`config.mk`:
```
export PLATFORM = sky130hd
export DESIGN_NAME = sprite_line_fetcher_flat
export DESIGN_NICKNAME = d
export VERILOG_FILES = /design/src/rtl/sprite_line_fetcher_if.sv /design/src/rtl/sprite_line_fetcher.sv /design/src/flat_wrapper.sv
export SDC_FILE = /design/constraint.sdc
export NUM_CORES = 1
export LEC_CHECK = 0
export CORE_MARGIN = 5
export CORE_UTILIZATION = 53
export CTS_CLUSTER_DIAMETER = 50
export CTS_CLUSTER_SIZE = 30
export DETAILED_ROUTE_END_ITERATION = 8
export PLACE_DENSITY = 0.8
export SLEW_MARGIN = 20
export SYNTH_ARGS = -nofsm -noshare
export SYNTH_HDL_FRONTEND = slang
export SYNTH_SLANG_ARGS = --single-unit
```
`constraint.sdc`:
```
create_clock -name Clk -period 6.52 [get_ports Clk]
set_input_delay 1.304 -clock Clk [delete_from_list [all_inputs] [get_ports Clk]]
set_output_delay 1.304 -clock Clk [all_outputs]
set_load 0.005 [all_outputs]
```
`src/rtl/sprite_line_fetcher_if.sv`:
```
`default_nettype none
// ============================================================================
// Module   : sprite_line_fetcher_if
// Brief    : Shared bitmap-lookup port between the line fetcher and the
//            combinational sprite bitmap mux.
// Revision : 1.0 - initial release
// ============================================================================
interface sprite_line_fetcher_if;
  logic [1:0] rom_sel;
  logic [9:0] rom_x;
  logic [9:0] rom_y;
  logic       rom_bit;

  modport master (output rom_sel, output rom_x, output rom_y, input rom_bit);
  modport slave  (input rom_sel, input rom_x, input rom_y, output rom_bit);
endinterface
`default_nettype wire

```
`src/rtl/sprite_line_fetcher.sv`:
```
`default_nettype none
// ============================================================================
// Module   : sprite_line_fetcher
// Brief    : Fetches enabled sprite rows during hblank into a shadow buffer and
//            resolves per-pixel hits from a double-buffered active copy.
// Revision : 1.0 - initial release
// ============================================================================
module sprite_line_fetcher #(
  parameter int NUM_SLOTS = 4,
  parameter int SPRITE_W  = 16,
  parameter int SPRITE_H  = 16
) (
  input  wire logic                    Clk,
  input  wire logic                    Reset_n,
  input  wire logic                    line_start,
  input  wire logic [9:0]              next_line,
  input  wire logic [NUM_SLOTS-1:0]    slot_en,
  input  wire logic [2*NUM_SLOTS-1:0]  slot_sel,
  input  wire logic [10*NUM_SLOTS-1:0] slot_x,
  input  wire logic [10*NUM_SLOTS-1:0] slot_y,
  sprite_line_fetcher_if.master        rom,
  input  wire logic [9:0]              DrawX,
  output logic                         busy,
  output logic                         overrun,
  output logic                         pix_hit,
  output logic [2:0]                   pix_slot
);

  localparam int c_SLOT_W = (NUM_SLOTS > 1) ? $clog2(NUM_SLOTS) : 1;
  localparam int c_COL_W  = (SPRITE_W > 1) ? $clog2(SPRITE_W) : 1;

  typedef enum logic [1:0] {
    S_IDLE  = 2'd0,
    S_CHECK = 2'd1,
    S_FETCH = 2'd2
  } state_t;

  state_t r_state, w_state_nxt;

  // Fetch context, frozen at line_start
  logic [NUM_SLOTS-1:0] r_ctx_en;
  logic [1:0]           r_ctx_sel [NUM_SLOTS];
  logic [9:0]           r_ctx_x   [NUM_SLOTS];
  logic [9:0]           r_ctx_y   [NUM_SLOTS];
  logic [9:0]           r_ctx_line;

  logic [c_SLOT_W-1:0]  r_slot;
  logic [c_COL_W-1:0]   r_col;
  logic                 r_done;

  logic [SPRITE_W-1:0]  r_sh_row  [NUM_SLOTS];
  logic [9:0]           r_sh_x    [NUM_SLOTS];
  logic [NUM_SLOTS-1:0] r_sh_valid;
  logic [SPRITE_W-1:0]  r_act_row [NUM_SLOTS];
  logic [9:0]           r_act_x   [NUM_SLOTS];
  logic [NUM_SLOTS-1:0] r_act_valid;

  logic                 r_overrun;
  logic                 r_pix_hit;
  logic [2:0]           r_pix_slot;

  logic [9:0]           w_row;
  logic                 w_slot_hit;
  logic                 w_last_slot;
  logic                 w_last_col;
  logic [9:0]           w_off;
  logic                 w_hit;
  logic [2:0]           w_slot;

  // Row arithmetic is mod 1024 so sprites straddling line 0 still hit
  assign w_row       = r_ctx_line - r_ctx_y[r_slot];
  assign w_slot_hit  = r_ctx_en[r_slot] && (r_ctx_sel[r_slot] != 2'd3) &&
                       (w_row < 10'(SPRITE_H));
  assign w_last_slot = (r_slot == c_SLOT_W'(NUM_SLOTS - 1));
  assign w_last_col  = (r_col == c_COL_W'(SPRITE_W - 1));

  always_ff @(posedge Clk or negedge Reset_n) begin
    if (!Reset_n) r_state <= S_IDLE;
    else          r_state <= w_state_nxt;
  end

  always_comb begin
    w_state_nxt = r_state;
    busy        = (r_state != S_IDLE);
    rom.rom_sel = 2'd0;
    rom.rom_x   = 10'd0;
    rom.rom_y   = 10'd0;
    case (r_state)
      S_CHECK: begin
        if (w_slot_hit)       w_state_nxt = S_FETCH;
        else if (w_last_slot) w_state_nxt = S_IDLE;
      end
      S_FETCH: begin
        rom.rom_sel = r_ctx_sel[r_slot];
        rom.rom_x   = 10'(r_col);
        rom.rom_y   = w_row;
        if (w_last_col) w_state_nxt = w_last_slot ? S_IDLE : S_CHECK;
      end
      default: ;
    endcase
    if (line_start) w_state_nxt = S_CHECK;
  end

  always_ff @(posedge Clk or negedge Reset_n) begin
    if (!Reset_n) begin
      r_ctx_en    <= '0;
      r_ctx_line  <= '0;
      r_slot      <= '0;
      r_col       <= '0;
      r_done      <= 1'b1;
      r_sh_valid  <= '0;
      r_act_valid <= '0;
      r_overrun   <= 1'b0;
      r_pix_hit   <= 1'b0;
      r_pix_slot  <= 3'd0;
      for (int s = 0; s < NUM_SLOTS; s++) begin
        r_ctx_sel[s] <= '0;
        r_ctx_x[s]   <= '0;
        r_ctx_y[s]   <= '0;
        r_sh_row[s]  <= '0;
        r_sh_x[s]    <= '0;
        r_act_row[s] <= '0;
        r_act_x[s]   <= '0;
      end
    end else begin
      r_overrun  <= line_start && busy;
      r_pix_hit  <= w_hit;
      r_pix_slot <= w_slot;
      if (line_start) begin
        // An abandoned fetch never reaches the active copy
        if (r_done) begin
          r_act_valid <= r_sh_valid;
          for (int s = 0; s < NUM_SLOTS; s++) begin
            r_act_row[s] <= r_sh_row[s];
            r_act_x[s]   <= r_sh_x[s];
          end
        end
        r_done     <= 1'b0;
        r_slot     <= '0;
        r_col      <= '0;
        r_ctx_en   <= slot_en;
        r_ctx_line <= next_line;
        for (int s = 0; s < NUM_SLOTS; s++) begin
          r_ctx_sel[s] <= slot_sel[2*s +: 2];
          r_ctx_x[s]   <= slot_x[10*s +: 10];
          r_ctx_y[s]   <= slot_y[10*s +: 10];
        end
      end else if (r_state == S_CHECK) begin
        if (w_slot_hit) begin
          r_col          <= '0;
          r_sh_x[r_slot] <= r_ctx_x[r_slot];
        end else begin
          r_sh_valid[r_slot] <= 1'b0;
          if (w_last_slot) r_done <= 1'b1;
          else             r_slot <= r_slot + c_SLOT_W'(1);
        end
      end else if (r_state == S_FETCH) begin
        r_sh_row[r_slot][r_col] <= rom.rom_bit;
        if (w_last_col) begin
          r_sh_valid[r_slot] <= 1'b1;
          r_col              <= '0;
          if (w_last_slot) r_done <= 1'b1;
          else             r_slot <= r_slot + c_SLOT_W'(1);
        end else begin
          r_col <= r_col + c_COL_W'(1);
        end
      end
    end
  end

  // Descending scan leaves the lowest hitting slot as the winner
  always_comb begin
    w_hit  = 1'b0;
    w_slot = 3'd0;
    w_off  = 10'd0;
    for (int s = NUM_SLOTS - 1; s >= 0; s--) begin
      w_off = DrawX - r_act_x[s];
      if (r_act_valid[s] && (w_off < 10'(SPRITE_W)) &&
          r_act_row[s][w_off[c_COL_W-1:0]]) begin
        w_hit  = 1'b1;
        w_slot = 3'(s);
      end
    end
  end

  assign overrun  = r_overrun;
  assign pix_hit  = r_pix_hit;
  assign pix_slot = r_pix_slot;

endmodule
`default_nettype wire

```
`src/flat_wrapper.sv`:
```
// flat-port wrapper written by rule: the top's interface ports become plain ports
module sprite_line_fetcher_flat 
#(
  parameter int NUM_SLOTS = 4,
  parameter int SPRITE_W  = 16,
  parameter int SPRITE_H  = 16
)
  (Clk, Reset_n, line_start, next_line, slot_en, slot_sel, slot_x, slot_y, DrawX, busy, overrun, pix_hit, pix_slot, rom_rom_sel, rom_rom_x, rom_rom_y, rom_rom_bit);
  sprite_line_fetcher_if rom_i ();
  input  wire logic Clk;
  input  wire logic Reset_n;
  input  wire logic line_start;
  input  wire logic [9:0] next_line;
  input  wire logic [NUM_SLOTS-1:0] slot_en;
  input  wire logic [2*NUM_SLOTS-1:0] slot_sel;
  input  wire logic [10*NUM_SLOTS-1:0] slot_x;
  input  wire logic [10*NUM_SLOTS-1:0] slot_y;
  input  wire logic [9:0] DrawX;
  output logic busy;
  output logic overrun;
  output logic pix_hit;
  output logic [2:0] pix_slot;
  output wire logic [$bits(rom_i.rom_sel)-1:0] rom_rom_sel;
  output wire logic [$bits(rom_i.rom_x)-1:0] rom_rom_x;
  output wire logic [$bits(rom_i.rom_y)-1:0] rom_rom_y;
  input wire logic [$bits(rom_i.rom_bit)-1:0] rom_rom_bit;
  assign rom_rom_sel = rom_i.rom_sel;
  assign rom_rom_x = rom_i.rom_x;
  assign rom_rom_y = rom_i.rom_y;
  assign rom_i.rom_bit = rom_rom_bit;
  sprite_line_fetcher #(.NUM_SLOTS(NUM_SLOTS), .SPRITE_W(SPRITE_W), .SPRITE_H(SPRITE_H)) u_core (.Clk(Clk), .Reset_n(Reset_n), .line_start(line_start), .next_line(next_line), .slot_en(slot_en), .slot_sel(slot_sel), .slot_x(slot_x), .slot_y(slot_y), .rom(rom_i), .DrawX(DrawX), .busy(busy), .overrun(overrun), .pix_hit(pix_hit), .pix_slot(pix_slot));
endmodule
```
After elaboration in Yosys (flattened, before gate mapping)
Index checks and enable logic that the tools add are counted.
{ "op_classes": {"addsub": 7, "mul": 0, "n_div": 0, "order_cmp": 15, "n_eq_ne": 10, "shifts": 0, "mux": 67, "bitwise": 6, "n_reduce_logical": 26} }
{ "op_table": {"columns": ["op", "n"], "rows": [
  ["$bwmux W64", 1],
  ["$mux W10", 6],
  ["$lt A10 B5 Y1 const B", 5],
  ["$sub A10 B10 Y10", 5],
  ["$bmux W10 S2", 2],
  ["$bwmux W40", 1],
  ["$mux W4", 10],
  ["$demux W16 S2", 1],
  ["$mux W2", 14],
  ["$lt A4 B5 Y1 const B", 5],
  ["$demux W10 S2", 1],
  ["$mux W1", 18],
  ["$bmux W1 S4", 4],
  ["$mux W16", 1],
  ["$logic_and A1 B1 Y1", 14],
  ["$reduce_and A3 Y1", 4],
  ["$mux W3", 3],
  ["$ne A3 B2 Y1 const B", 2],
  ["$reduce_bool A2 Y1", 3],
  ["$reduce_bool A3 Y1", 2],
  ["$add A4 B1 Y4 const B", 1],
  ["$and A4 B4 Y4", 1],
  ["$bmux W2 S2", 1],
  ["$demux W1 S4", 1],
  ["other kinds (21)", 25]
]} }
{ "totals": {"ff_bits": 332, "latch_bits": 0, "ram_bits": 0, "mem_bits_ro": 0, "inputBits": 116, "n_memories": 0} }

Logic depth before layout (Yosys ltp)
Gate-level depths: netlist of the first run.
{ "logic_depth": {"ltp_word": 10, "mapped_depth": 16} }

Worst setup path before layout of the first run
OpenSTA, ideal clock, no wires.
{ "synth_path": {"kind": "register to register", "from": "reg u_core.r_slot[0]", "to": "reg u_core.r_sh_x[20] (netlist bit)", "t_arrival_ns": 5.183, "required_ns": 6.395, "setup_slack_ns": 1.213, "stages_incl_launch_ff": 17, "n_path_buf": 5, "synth_period_minus_slack_ns": 5.307, "cell_sequence": "dfrtp_1 -> buf_2 -> buf_1 -> buf_1 -> mux4_2 -> ha_1 -> fa_1 -> nor2b_1 -> o31a_1 -> o22ai_1 -> xor2_1 -> or4b_4 -> or4_1 -> buf_2 -> nor4b_2 -> buf_4 -> mux2_2"} }
{ "synth_via": {"elab_chain_cells": 8, "word_cells_on_any_way": 24, "cone_classes": "add/sub (1); order compare (3); eq/ne (1); mux (14); bitwise (1); reduce/logical (4)"} }
{ "synth_rtl": {"columns": ["item", "line", "rtl"], "rows": [
  ["from (decl)", "sprite_line_fetcher.sv:47", "logic [c_SLOT_W-1:0] r_slot;"],
  ["from (signal assigned)", "sprite_line_fetcher.sv:155", "else r_slot <= r_slot + c_SLOT_W'(1);"],
  ["from (signal assigned)", "sprite_line_fetcher.sv:163", "else r_slot <= r_slot + c_SLOT_W'(1);"],
  ["$not A2 Y3 (implied by the code)", "sprite_line_fetcher.sv:71, sprite_line_fetcher.sv:72, sprite_line_fetcher.sv:151", null],
  ["$bmux W10 S2 or $bmux W2 S2 (tied branches)", "sprite_line_fetcher.sv:71, sprite_line_fetcher.sv:72", null],
  ["$mux W10 (implied by the code) or $mux W2 (tied branches) (2 in series)", "sprite_line_fetcher.sv:71, sprite_line_fetcher.sv:72", null],
  ["$sub A10 B10 Y10 or $ne A2 B2 Y1 (tied branches)", "sprite_line_fetcher.sv:71, sprite_line_fetcher.sv:72", null],
  ["$lt A10 B5 Y1 or $logic_and A1 B1 Y1 (tied branches)", "sprite_line_fetcher.sv:73, sprite_line_fetcher.sv:72", null],
  ["$logic_and A1 B1 Y1", "sprite_line_fetcher.sv:72", "assign w_slot_hit = r_ctx_en[r_slot] && (r_ctx_sel[r_slot] != 2'd3) &&"],
  ["$reduce_and A3 Y1 (no line)", null, null],
  ["to (signal, indexed assignment)", "sprite_line_fetcher.sv:151", "r_sh_x[r_slot] <= r_ctx_x[r_slot];"],
  ["to (decl)", "sprite_line_fetcher.sv:52", "logic [9:0] r_sh_x [NUM_SLOTS];"]
]} }
Parallel ways exist; a longest one is shown, timed or not. The select of a mux whose other input is x is not followed.
A chain may end at the register's enable or synchronous reset.

Worst setup path in the final report of the first run
{ "layout_path": {"from": "reg u_core.r_slot[0]", "to": "out rom_rom_y[9]"} }
{ "layout_via": {"elab_chain_cells": 6} }
{ "layout_rtl": {"columns": ["item", "line", "rtl"], "rows": [
  ["$not A2 Y3 (implied by the code)", "sprite_line_fetcher.sv:71", "assign w_row = r_ctx_line - r_ctx_y[r_slot];"],
  ["$bmux W10 S2", "sprite_line_fetcher.sv:71", null],
  ["$mux W10 (implied by the code) (2 in series)", "sprite_line_fetcher.sv:71", null],
  ["$sub A10 B10 Y10", "sprite_line_fetcher.sv:71", null],
  ["$mux W10", "sprite_line_fetcher.sv:88", "case (r_state)"],
  ["to (decl)", "flat_wrapper.sv:25", "output wire logic [$bits(rom_i.rom_y)-1:0] rom_rom_y;"]
]} }
Every way passes these cells. The select of a mux whose other input is x is not followed.

==> impl_results.md, run 1 <==
* Setup Fix Bufs, Post-CTS at 0
* Hold buffer count at CTS at 0
* Hold Worst Slack at 0.499 ns
* Filler cells at 2,323
* Synth area leaders: dfrtp_1 (50%), mux2_2 (22%), mux4_2 (5.3%)
* Area delta synth->final at 17.1%
* First-pass DRT Iterations at 4
* CTS clk-pin slew, worst paths at 0.08 ns
* Cell taking the most area after synthesis: dfrtp_1
* GRT Overall Usage at 0.215
* Nets at 1,597
* Slew Limit Fails at 0
* Final Cycle Share at 0.837
* P_int at 3.72 mW
* GRT overflow at 0
* Vias after detailed routing at 10,648
* Placed Instances at 1,783
* Synth top area share at 0.502
* Vias in the first global route at 11,125
* Slew HR at 0.377
* Max Fclk at 0.183 GHz
* Post-Route WL at 36.8 mm
* Min cycle time layout at 5.46 ns
* Die Wd at 186 um
* Worst Path Required at 5.22 ns
* Status: finished clean
* Row cnt at 64
* Worst setup EP type: output port
* Startpoint Class: flip-flop
* Number of synthesized flops with an enable pin at 0
* DRC at 0
* Net switching power at 1.66 mW
* Avg Inst Size Synth at 12.7 um2
* Pin count of the biggest net entering global routing at 167
* LEAKAGE at 8.66 nW
* Layout cells sized above 1 at 0.301
* CTS tree: done
* Initial antenna violation count at 0
* CTS Root Cell: clkbuf_16
* Final std cells w/o fill at 1,841
* Prevailing post-synth register cell: dfrtp_1
* Syn Inst Count at 1,296
* Clock Power Share at 0.350
* Register share of total power at 0.433
* Post-DR wirelength/cell at 20.0 um
* CP Class: reg2out
* Hold WC Path Type: reg2reg
* PortBufs at 136
* Worst Clk Skew at 0.0172 ns
* Worst-Margin Slew at 0.925 ns
* ANT cells at 0
* Final hold violations at 0
* Post_cts resized at 0
* Clock sink total at 331
* Die height at 186 um
* Die area at 34,600 um2
* Setup TNS Final at 0 ns
* Initial Util at 0.537
* Final setup viols at 0
* #FFs+latches synth at 331
* Num CTS Buffers at 31
* Syn. warnings at 0
* RSZ-0062 raised after global routing: false
* Switching Fraction at 0.308
* Power Dens Cells at 279 nW/um2
* I/O pin count at 144
* Via density at 5.78
* H-tree depth at 1
* Max Cap Viol at 0
* Routability Congestion at 0.903
* Core area at 30,600 um2
* Async set-reset flop share out of synthesis at 1.00
* Clk buf depth at 3
* Post-route cell area at 19,200 um2
* Routed Antenna Nets at 0
* Worst VDD drop at 0.000223 V
* Register area share after synthesis at 0.504
* Combinational fraction of design power at 0.217
* Maximum net fanout on the critical path at 20
* Syn Std Cell Area at 16,400 um2
* Final core occ at 0.629
* WP data arrival at 4.15 ns
* Count of cell types in the netlist at 58
* Post-DP HPWL at 26.0 mm
* First-pass GRT wire length at 59.6 mm
* Worst-skew pair later-pin latency at 0.58 ns
* Dpl cell area at 18,100 um2
* 1st-iter DRT viols at 602
-- cell families (layout without fill, tap and decap cells) --
family	after synthesis	after routing	share of synthesized area
mux	368	368	0.278
flops	331	331	0.504
simple gates	253	253	0.0741
compound gates	136	136	0.0537
buf+inv	126	269	0.0308
fa+ha+maj	61	61	0.0487
xor+xnor	20	20	0.0107
other cells	1	7	0.000228
-- area by class of cell --
class | count | area, um2 | share of cell area
timing repair buffer | 144 | 1440 | 0.0748
tap | 396 | 495 | 0.0257
clock inverter | 27 | 315 | 0.0164
inverter | 67 | 251 | 0.0131
sequential | 331 | 8290 | 0.431
clock buffer | 31 | 776 | 0.0403
multi-input combinational | 845 | 7680 | 0.399
-- flip-flops by register name, summed over array words and instances (netlist names), named ones only --
signal / count
u_core.r_act_valid: 4
u_core.r_act_x: 40
u_core.r_ctx_sel: 8
u_core.r_slot: 2
u_core.r_col: 4
u_core.pix_hit: 1
u_core.r_done: 1
u_core.r_ctx_y: 40
u_core.r_ctx_x: 40
u_core.r_ctx_en: 4
u_core.overrun: 1
u_core.r_ctx_line: 10
u_core.r_sh_row: 64
u_core.pix_slot: 2
u_core.r_act_row: 64
u_core.r_state: 2
u_core.r_sh_x: 40
-- metal layers --
layer	part of all wire	up-vias	GRT usage
li1	-	4882	-
met1	0.44	5448	0.304
met2	0.49	272	0.353
met3	0.056	46	0.0403
met4	0.019	0	0.0426
met5	0	-	0
-- cells in the final DEF, fill, tap and decap left out, drive strengths merged, types with 10 or more instances in the layout --
| cell | instances |
|---|---|
| a21oi | 30 |
| and2 | 11 |
| buf | 10 |
| clkbuf | 31 |
| clkdlybuf4s50 | 134 |
| clkinv | 10 |
| dfrtp | 330 |
| ha | 56 |
| inv | 83 |
| mux2 | 317 |
| mux2i | 12 |
| mux4 | 39 |
| nand2 | 50 |
| nand3 | 13 |
| nor2 | 107 |
| nor2b | 16 |
| nor3 | 20 |
| o21a | 10 |
| o21ai | 35 |
| xor2 | 14 |
-- worst max-delay path, stage by stage, from the launching register on --
cell and delay, ns:
dfrtp_2 0.75, mux4_2 0.61, inv_1 0.08, ha_1 0.21
nor2b_1 0.14, o31a_1 0.28, o31ai_1 0.30, o21ai_0 0.18
xor2_1 0.32, and2_1 0.20, clkdlybuf4s50_1 0.50
-- power by group through the flow --
stage / clock [mW] / combinational [mW] / sequential (mW)
after floorplan: 0 / 0.864 / 2.29
after global placement: 0 / 1.13 / 2.36
after detailed placement: 0 / 1.16 / 2.37
after CTS: 1.93 / 1.17 / 2.33
after global routing: 2.02 / 1.28 / 2.35
final: 1.88 / 1.17 / 2.33
-- Yosys cell counts (all sizes together) (20+ instances only) --
master	number
dfrtp	330
mux2	317
nor2	107
inv	67
ha	56
nand2	50
mux4	39
o21ai	35
clkbuf	33
a21oi	30
buf	26
nor3	20
-- through the flow --
stage	setup slack [ns]	total power [mW]
floorplan	1.21	3.15
global placement	1.68	3.48
detailed placement	1.57	3.53
CTS	1.01	5.43
global route	0.703	5.65
finish	1.06	5.38
-- worst paths after layout --
| path | slack, ns | depth (start not counted) | startpoint | endpoint |
|---|---|---|---|---|
| max | 1.06 | 10 | u_core.r_slot[0] | rom_rom_y[9] |
| min | 0.50 | 1 | u_core.r_sh_row[39] | u_core.r_act_row[39] |
| max reg2reg | 1.58 | 11 | u_core.r_slot[0] | u_core.r_sh_x[7] |
| min reg2reg | 0.50 | 1 | u_core.r_sh_row[39] | u_core.r_act_row[39] |
| max in group asynchronous | 4.49 | 2 | Reset_n | u_core.r_sh_row[24] |
| min in group asynchronous | 0.72 | 1 | Reset_n | u_core.r_ctx_x[28] |
Note: power is estimated with default switching activity, not from simulation.
==> inputs of run 2 (changes only) <==
==> constraint.sdc (replaced) <==
create_clock -name Clk -period 5.7 [get_ports Clk]
set_input_delay 1.14 -clock Clk [delete_from_list [all_inputs] [get_ports Clk]]
set_output_delay 1.14 -clock Clk [all_outputs]
set_load 0.005 [all_outputs]
==> run 2 against run 1 <==
Non-clock buffer count is 2 higher; design area fell by 0.34%; critical endpoint is now rom_rom_y[7]; die area is the same; worst hold slack lost 0.040 ns; flip-flop and latch count unchanged; clock skew is 0.0017 ns higher; critical path type unchanged; largest cell class unchanged; final cell count did not move.
==> impl_results.md, run 2 (same netlist as run 1, synthesis figures left out) <==
* Status: finished clean
* WP buf/inv at 2
* Worst Clk Skew at 0.0189 ns
* DRC at 0
* 1st-iter DRT viols at 766
* Worst Path Required at 4.56 ns
* Switching Fraction at 0.296
* Routed Antenna Nets at 0
* Hold WC Path Type: in2async
* Net switching power at 1.79 mW
* Die Wd at 186 um
* Post_cts resized at 0
* Clk buf depth at 3
* Via density at 5.77
* Slew Limit Fails at 0
* PortBufs at 136
* Setup Fix Bufs, Post-CTS at 0
* Final Cycle Share at 0.945
* Post-DP HPWL at 25.8 mm
* H-tree depth at 1
* GRT overflow at 0
* Core area at 30,600 um2
* Clock sink total at 331
* Combinational fraction of design power at 0.221
* Regs by FF count: u_core.r_act_row: 64 flops, u_core.r_sh_row: 64 flops
* CTS Root Cell: clkbuf_16
* Die area at 34,600 um2
* Max Fclk at 0.186 GHz
* CTS tree: done
* CP cell instances: mux4_2, inv_1, ha_1, nor2b_1, o31a_1, o31ai_1, a21oi_1, xnor2_1, and2_1, clkdlybuf4s50_1
* Worst VDD drop at 0.000256 V
* P_int at 4.25 mW
* Crit path max-delay family: compound AO/OA/AOI/OAI gates
* CP Class: reg2out
* Slew HR at 0.378
* Pin count of the biggest net entering global routing at 161
* Final setup viols at 0
* Min cycle time layout at 5.39 ns
* First-pass DRT Iterations at 5
* RSZ-0062 raised after global routing: false
* Most common cell after layout, fill and taps aside: dfrtp_1
* Hold Worst Slack at 0.459 ns
* Num CTS Buffers at 30
* Die height at 186 um
* Slowest CP cell: dfrtp_2
* Layout cells sized above 1 at 0.300
* Area of the multi-input gates at 7680 um2
* Clock Power Share at 0.338
* Most frequent cells in the layout: dfrtp_1 (329), mux2_2 (316), clkdlybuf4s50_1 (134)
* I/O pin count at 144
* Worst-Margin Slew at 0.933 ns
* WP data arrival at 4.25 ns
* Final hold violations at 0
* Area delta synth->final at 16.7%
* Worst-skew pair later-pin latency at 0.57 ns
* Setup TNS Final at 0 ns
* Initial antenna violation count at 0
* Filler cells at 2,276
* Vias after detailed routing at 10,617
* Initial Util at 0.537
* CP max stage delay at 0.73 ns
* First-pass GRT wire length at 58.5 mm
* Register area at 8290 um2
* Vias in the first global route at 10,892
* CTS clk-pin slew, worst paths at 0.07 ns
* LEAKAGE at 8.62 nW
* Hold buffer count at CTS at 0
* Routability Congestion at 0.825
* GRT Overall Usage at 0.213
* Register share of total power at 0.441
* Maximum net fanout on the critical path at 16
* Row cnt at 64
* Worst setup EP type: output port
* ANT cells at 0
* Startpoint Class: flip-flop
* Post-Route WL at 36.2 mm
* Power Dens Cells at 315 nW/um2
* Nets at 1,598
* Max Cap Viol at 0
* Post-DR wirelength/cell at 19.6 um
[run 2: cell types whose count changed in the layout (fill, tap and decap cells not counted), sizes merged]
cell,before,now
clkinv,10,7
clkbuf,31,34
buf,10,12
bufinv,0,1
clkinvlp,1,5
inv,83,76
[run 2: layout make-up]
class,count,share of cell area
sequential,331,0.432
timing repair buffer,146,0.0757
multi-input combinational,845,0.400
clock inverter,22,0.0119
clock buffer,34,0.0410
inverter,67,0.0131
tap,396,0.0258
[run 2: power groups by stage]
stage	combinational (mW)	clock (mW)	sequential [mW]
3_3_place_gp	1.29	0	2.69
3_5_place_dp	1.33	0	2.71
6_report	1.34	2.04	2.66
2_1_floorplan	0.988	0	2.62
5_1_grt	1.47	2.18	2.68
4_1_cts	1.34	2.08	2.66
[run 2: metrics by stage]
stage	std cells	utilization	worst slack (ns)	instance area [um2]	power (mW)
after floorplan	1302	-	0.393	16500	3.61
after global placement	1785	0.594	0.914	18200	3.99
after detailed placement	1785	0.594	0.839	18200	4.04
after CTS	1841	0.627	0.305	19200	6.09
after global routing	1841	0.627	0.0974	19200	6.33
final	1841	0.627	0.314	19200	6.03
[run 2: metal layers]
metal / vias up / part of all wire / global-route usage
li1: 4885 / - / -
met1: 5396 / 0.44 / 0.302
met2: 280 / 0.47 / 0.341
met3: 56 / 0.067 / 0.0453
met4: 0 / 0.025 / 0.0498
met5: - / 0 / 0
[run 2: path summary, 6_finish.rpt]
kind                                      start                    to  slack [ns]  cells past startpoint
hold / removal                          Reset_n     u_core.r_ctx_x[8]        0.46                      1
hold reg to reg            u_core.r_act_row[34]  u_core.r_act_row[34]        0.50                      1
min in group Clk           u_core.r_act_row[34]  u_core.r_act_row[34]        0.50                      1
setup reg to reg               u_core.r_slot[0]      u_core.r_sh_x[8]        0.83                     11
setup / recovery               u_core.r_slot[0]          rom_rom_y[7]        0.31                     10
max in group asynchronous               Reset_n   u_core.r_sh_row[34]        3.97                      2
==> inputs of run 3 (changes only) <==
--- a/config.mk
+++ b/config.mk
@@ -7,10 +7,10 @@
 export LEC_CHECK = 0
 export CORE_MARGIN = 5
 export CORE_UTILIZATION = 53
-export CTS_CLUSTER_DIAMETER = 50
+export CTS_CLUSTER_DIAMETER = 60
 export CTS_CLUSTER_SIZE = 30
 export DETAILED_ROUTE_END_ITERATION = 8
-export PLACE_DENSITY = 0.8
+export PLACE_DENSITY = 0.83
 export SLEW_MARGIN = 20
 export SYNTH_ARGS = -nofsm -noshare
 export SYNTH_HDL_FRONTEND = slang
==> constraint.sdc (replaced) <==
create_clock -name Clk -period 4.7 [get_ports Clk]
set_input_delay 0.94 -clock Clk [delete_from_list [all_inputs] [get_ports Clk]]
set_output_delay 0.94 -clock Clk [all_outputs]
set_load 0.005 [all_outputs]
==> run 3 against run 2 <==
Critical endpoint is now rom_rom_y[6]; core utilization rose by 0.69 points; largest cell class unchanged; critical path type unchanged; register-to-register slack got worse by 0.68 ns; die area did not move.
==> impl_results.md, run 3 (same netlist as run 1, synthesis figures left out) <==
* Status: finished clean
* H-tree depth at 1
* Hold WC Path Type: in2async
* CP Class: reg2out
* Post-route cell area at 19,400 um2
* Final std cells w/o fill at 1,849
* Vias in the first global route at 11,290
* 1st-iter DRT viols at 721
* Filler cells at 2,281
* Layout cells sized above 1 at 0.308
* Clk buf depth at 3
* Slew Limit Fails at 0
* Max Cap Viol at 0
* Nets at 1,608
* Hold Worst Slack at 0.250 ns
* CP max stage delay at 0.51 ns
* Num CTS Buffers at 28
* I/O pin count at 144
* Post-DR wirelength/cell at 20.4 um
* Setup TNS Final at 0 ns
* Slew HR at 0.502
* Clock sink total at 331
* Worst-skew pair later-pin latency at 0.56 ns
* Worst Path Required at 3.76 ns
* GRT Overall Usage at 0.219
* Regs by FF count: u_core.r_act_row: 64 flops, u_core.r_sh_row: 64 flops
* CP cell instances: mux4_2, ha_1, fa_1, nor2b_2, o31a_1, o21a_1, nor2_2, xnor2_2, and2_4, clkdlybuf4s50_1
* Routability Congestion at 0.819
* ANT cells at 0
* Most common cell after layout, fill and taps aside: dfrtp_1
* First-pass DRT Iterations at 5
* Max Fclk at 0.219 GHz
* LEAKAGE at 8.73 nW
* Most frequent cells in the layout: dfrtp_1 (329), mux2_2 (316), clkdlybuf4s50_1 (134)
* WP buf/inv at 1
* PortBufs at 136
* Global routing's busiest layer: met2
* Met2 Track Usage GR at 0.358
* Die area at 34,600 um2
* Initial antenna violation count at 0
* Power Dens Cells at 391 nW/um2
* Die height at 186 um
* Grt met3 use at 0.0410
* Routed Antenna Nets at 0
* CTS Root Cell: clkbuf_16
* Dpl cell area at 18,200 um2
* Final core occ at 0.634
* Post-DP HPWL at 26.6 mm
* CTS tree: done
* First-pass GRT wire length at 60.3 mm
* Vias after detailed routing at 10,879
* Placed Instances at 1,790
* Area delta synth->final at 17.9%
* Via density at 5.88
* Worst-Margin Slew at 0.740 ns
* Worst VDD drop at 0.000286 V
* M1 GR Usage at 0.307
* Min cycle time layout at 4.57 ns
* Die Wd at 186 um
* Core area at 30,600 um2
* Startpoint Class: flip-flop
* Final hold violations at 0
* WP data arrival at 3.63 ns
* Hold buffer count at CTS at 0
* Slowest CP cell: mux4_2
* Initial Util at 0.537
* Row cnt at 64
* Worst setup EP type: output port
* Pin count of the biggest net entering global routing at 131
* Final setup viols at 0
* Maximum net fanout on the critical path at 5
* Crit path max-delay family: adder cells
* CTS clk-pin slew, worst paths at 0.09 ns
* Worst Clk Skew at 0.0237 ns
* Post-Place Setup Slack at 0.0731 ns
* Final Cycle Share at 0.973
* DRC at 0
* Post-Route WL at 37.7 mm
* Worst setup margin at 0.127 ns
* Total chip power at 7.57 mW
* GRT overflow at 0
[run 3: cell count changes in the layout (fill, tap and decap cells not counted), moves of 3 or more]
| cell | delta |
|---|---|
| clkinv_4 | -3 |
| inv_12 | +4 |
| buf_4 | +8 |
| clkinvlp_4 | -4 |
| inv_16 | +3 |
[run 3: worst register-to-register path, cell delays in order (launching register included)]
cell and delay, ns:
dfrtp_2 0.45, buf_8 0.15, mux4_2 0.50, inv_1 0.07, ha_1 0.26, nor2b_2 0.19, o31a_1 0.28, o22ai_1 0.16
xor2_1 0.22, or4b_4 0.51, or4_1 0.70, nor3_4 0.53, mux2_2 0.40
[run 3: final timing paths]
kind / depth (start not counted) / from / end / slack (ns)
hold / removal: 1 / Reset_n / u_core.r_ctx_x[18] / 0.25
min in group Clk: 1 / u_core.r_act_row[35] / u_core.r_act_row[35] / 0.50
max in group asynchronous: 3 / Reset_n / u_core.r_act_row[32] / 3.14
hold reg to reg: 1 / u_core.r_act_row[35] / u_core.r_act_row[35] / 0.50
setup reg to reg: 12 / u_core.r_slot[0] / u_core.r_sh_x[35] / 0.15
setup / recovery: 10 / u_core.r_slot[0] / rom_rom_y[6] / 0.13
[run 3: metal layers]
metal	part of all wire	vias to the layer above	routed length, um
met4	0.026	0	976
met2	0.48	355	18100
li1	-	4905	-
met1	0.43	5562	16200
met5	0	-	0
met3	0.064	57	2420
[run 3: report_power, final]
part | internal, mW | total (mW) | switching, mW
clock network | 1.30 | 2.58 | 1.27
registers | 3.05 | 3.19 | 0.136
logic | 0.876 | 1.81 | 0.933
[run 3: area by class of cell]
| class | instances | area, um2 | share of cell area |
|---|---|---|---|
| Multi-Input combinational cell | 845 | 7710 | 0.398 |
| Sequential cell | 331 | 8290 | 0.427 |
| Tap cell | 396 | 495 | 0.0256 |
| Clock inverter | 22 | 317 | 0.0163 |
| Inverter | 67 | 251 | 0.0130 |
| Clock buffer | 30 | 729 | 0.0376 |
| Timing Repair Buffer | 158 | 1590 | 0.0822 |
[run 3: timing repair]
item,CTS,global route
pin swaps,0,3
endpoints found under the setup margin,3,33
gates cloned,0,0
gates resized for setup,4,5
setup buffers,1,5
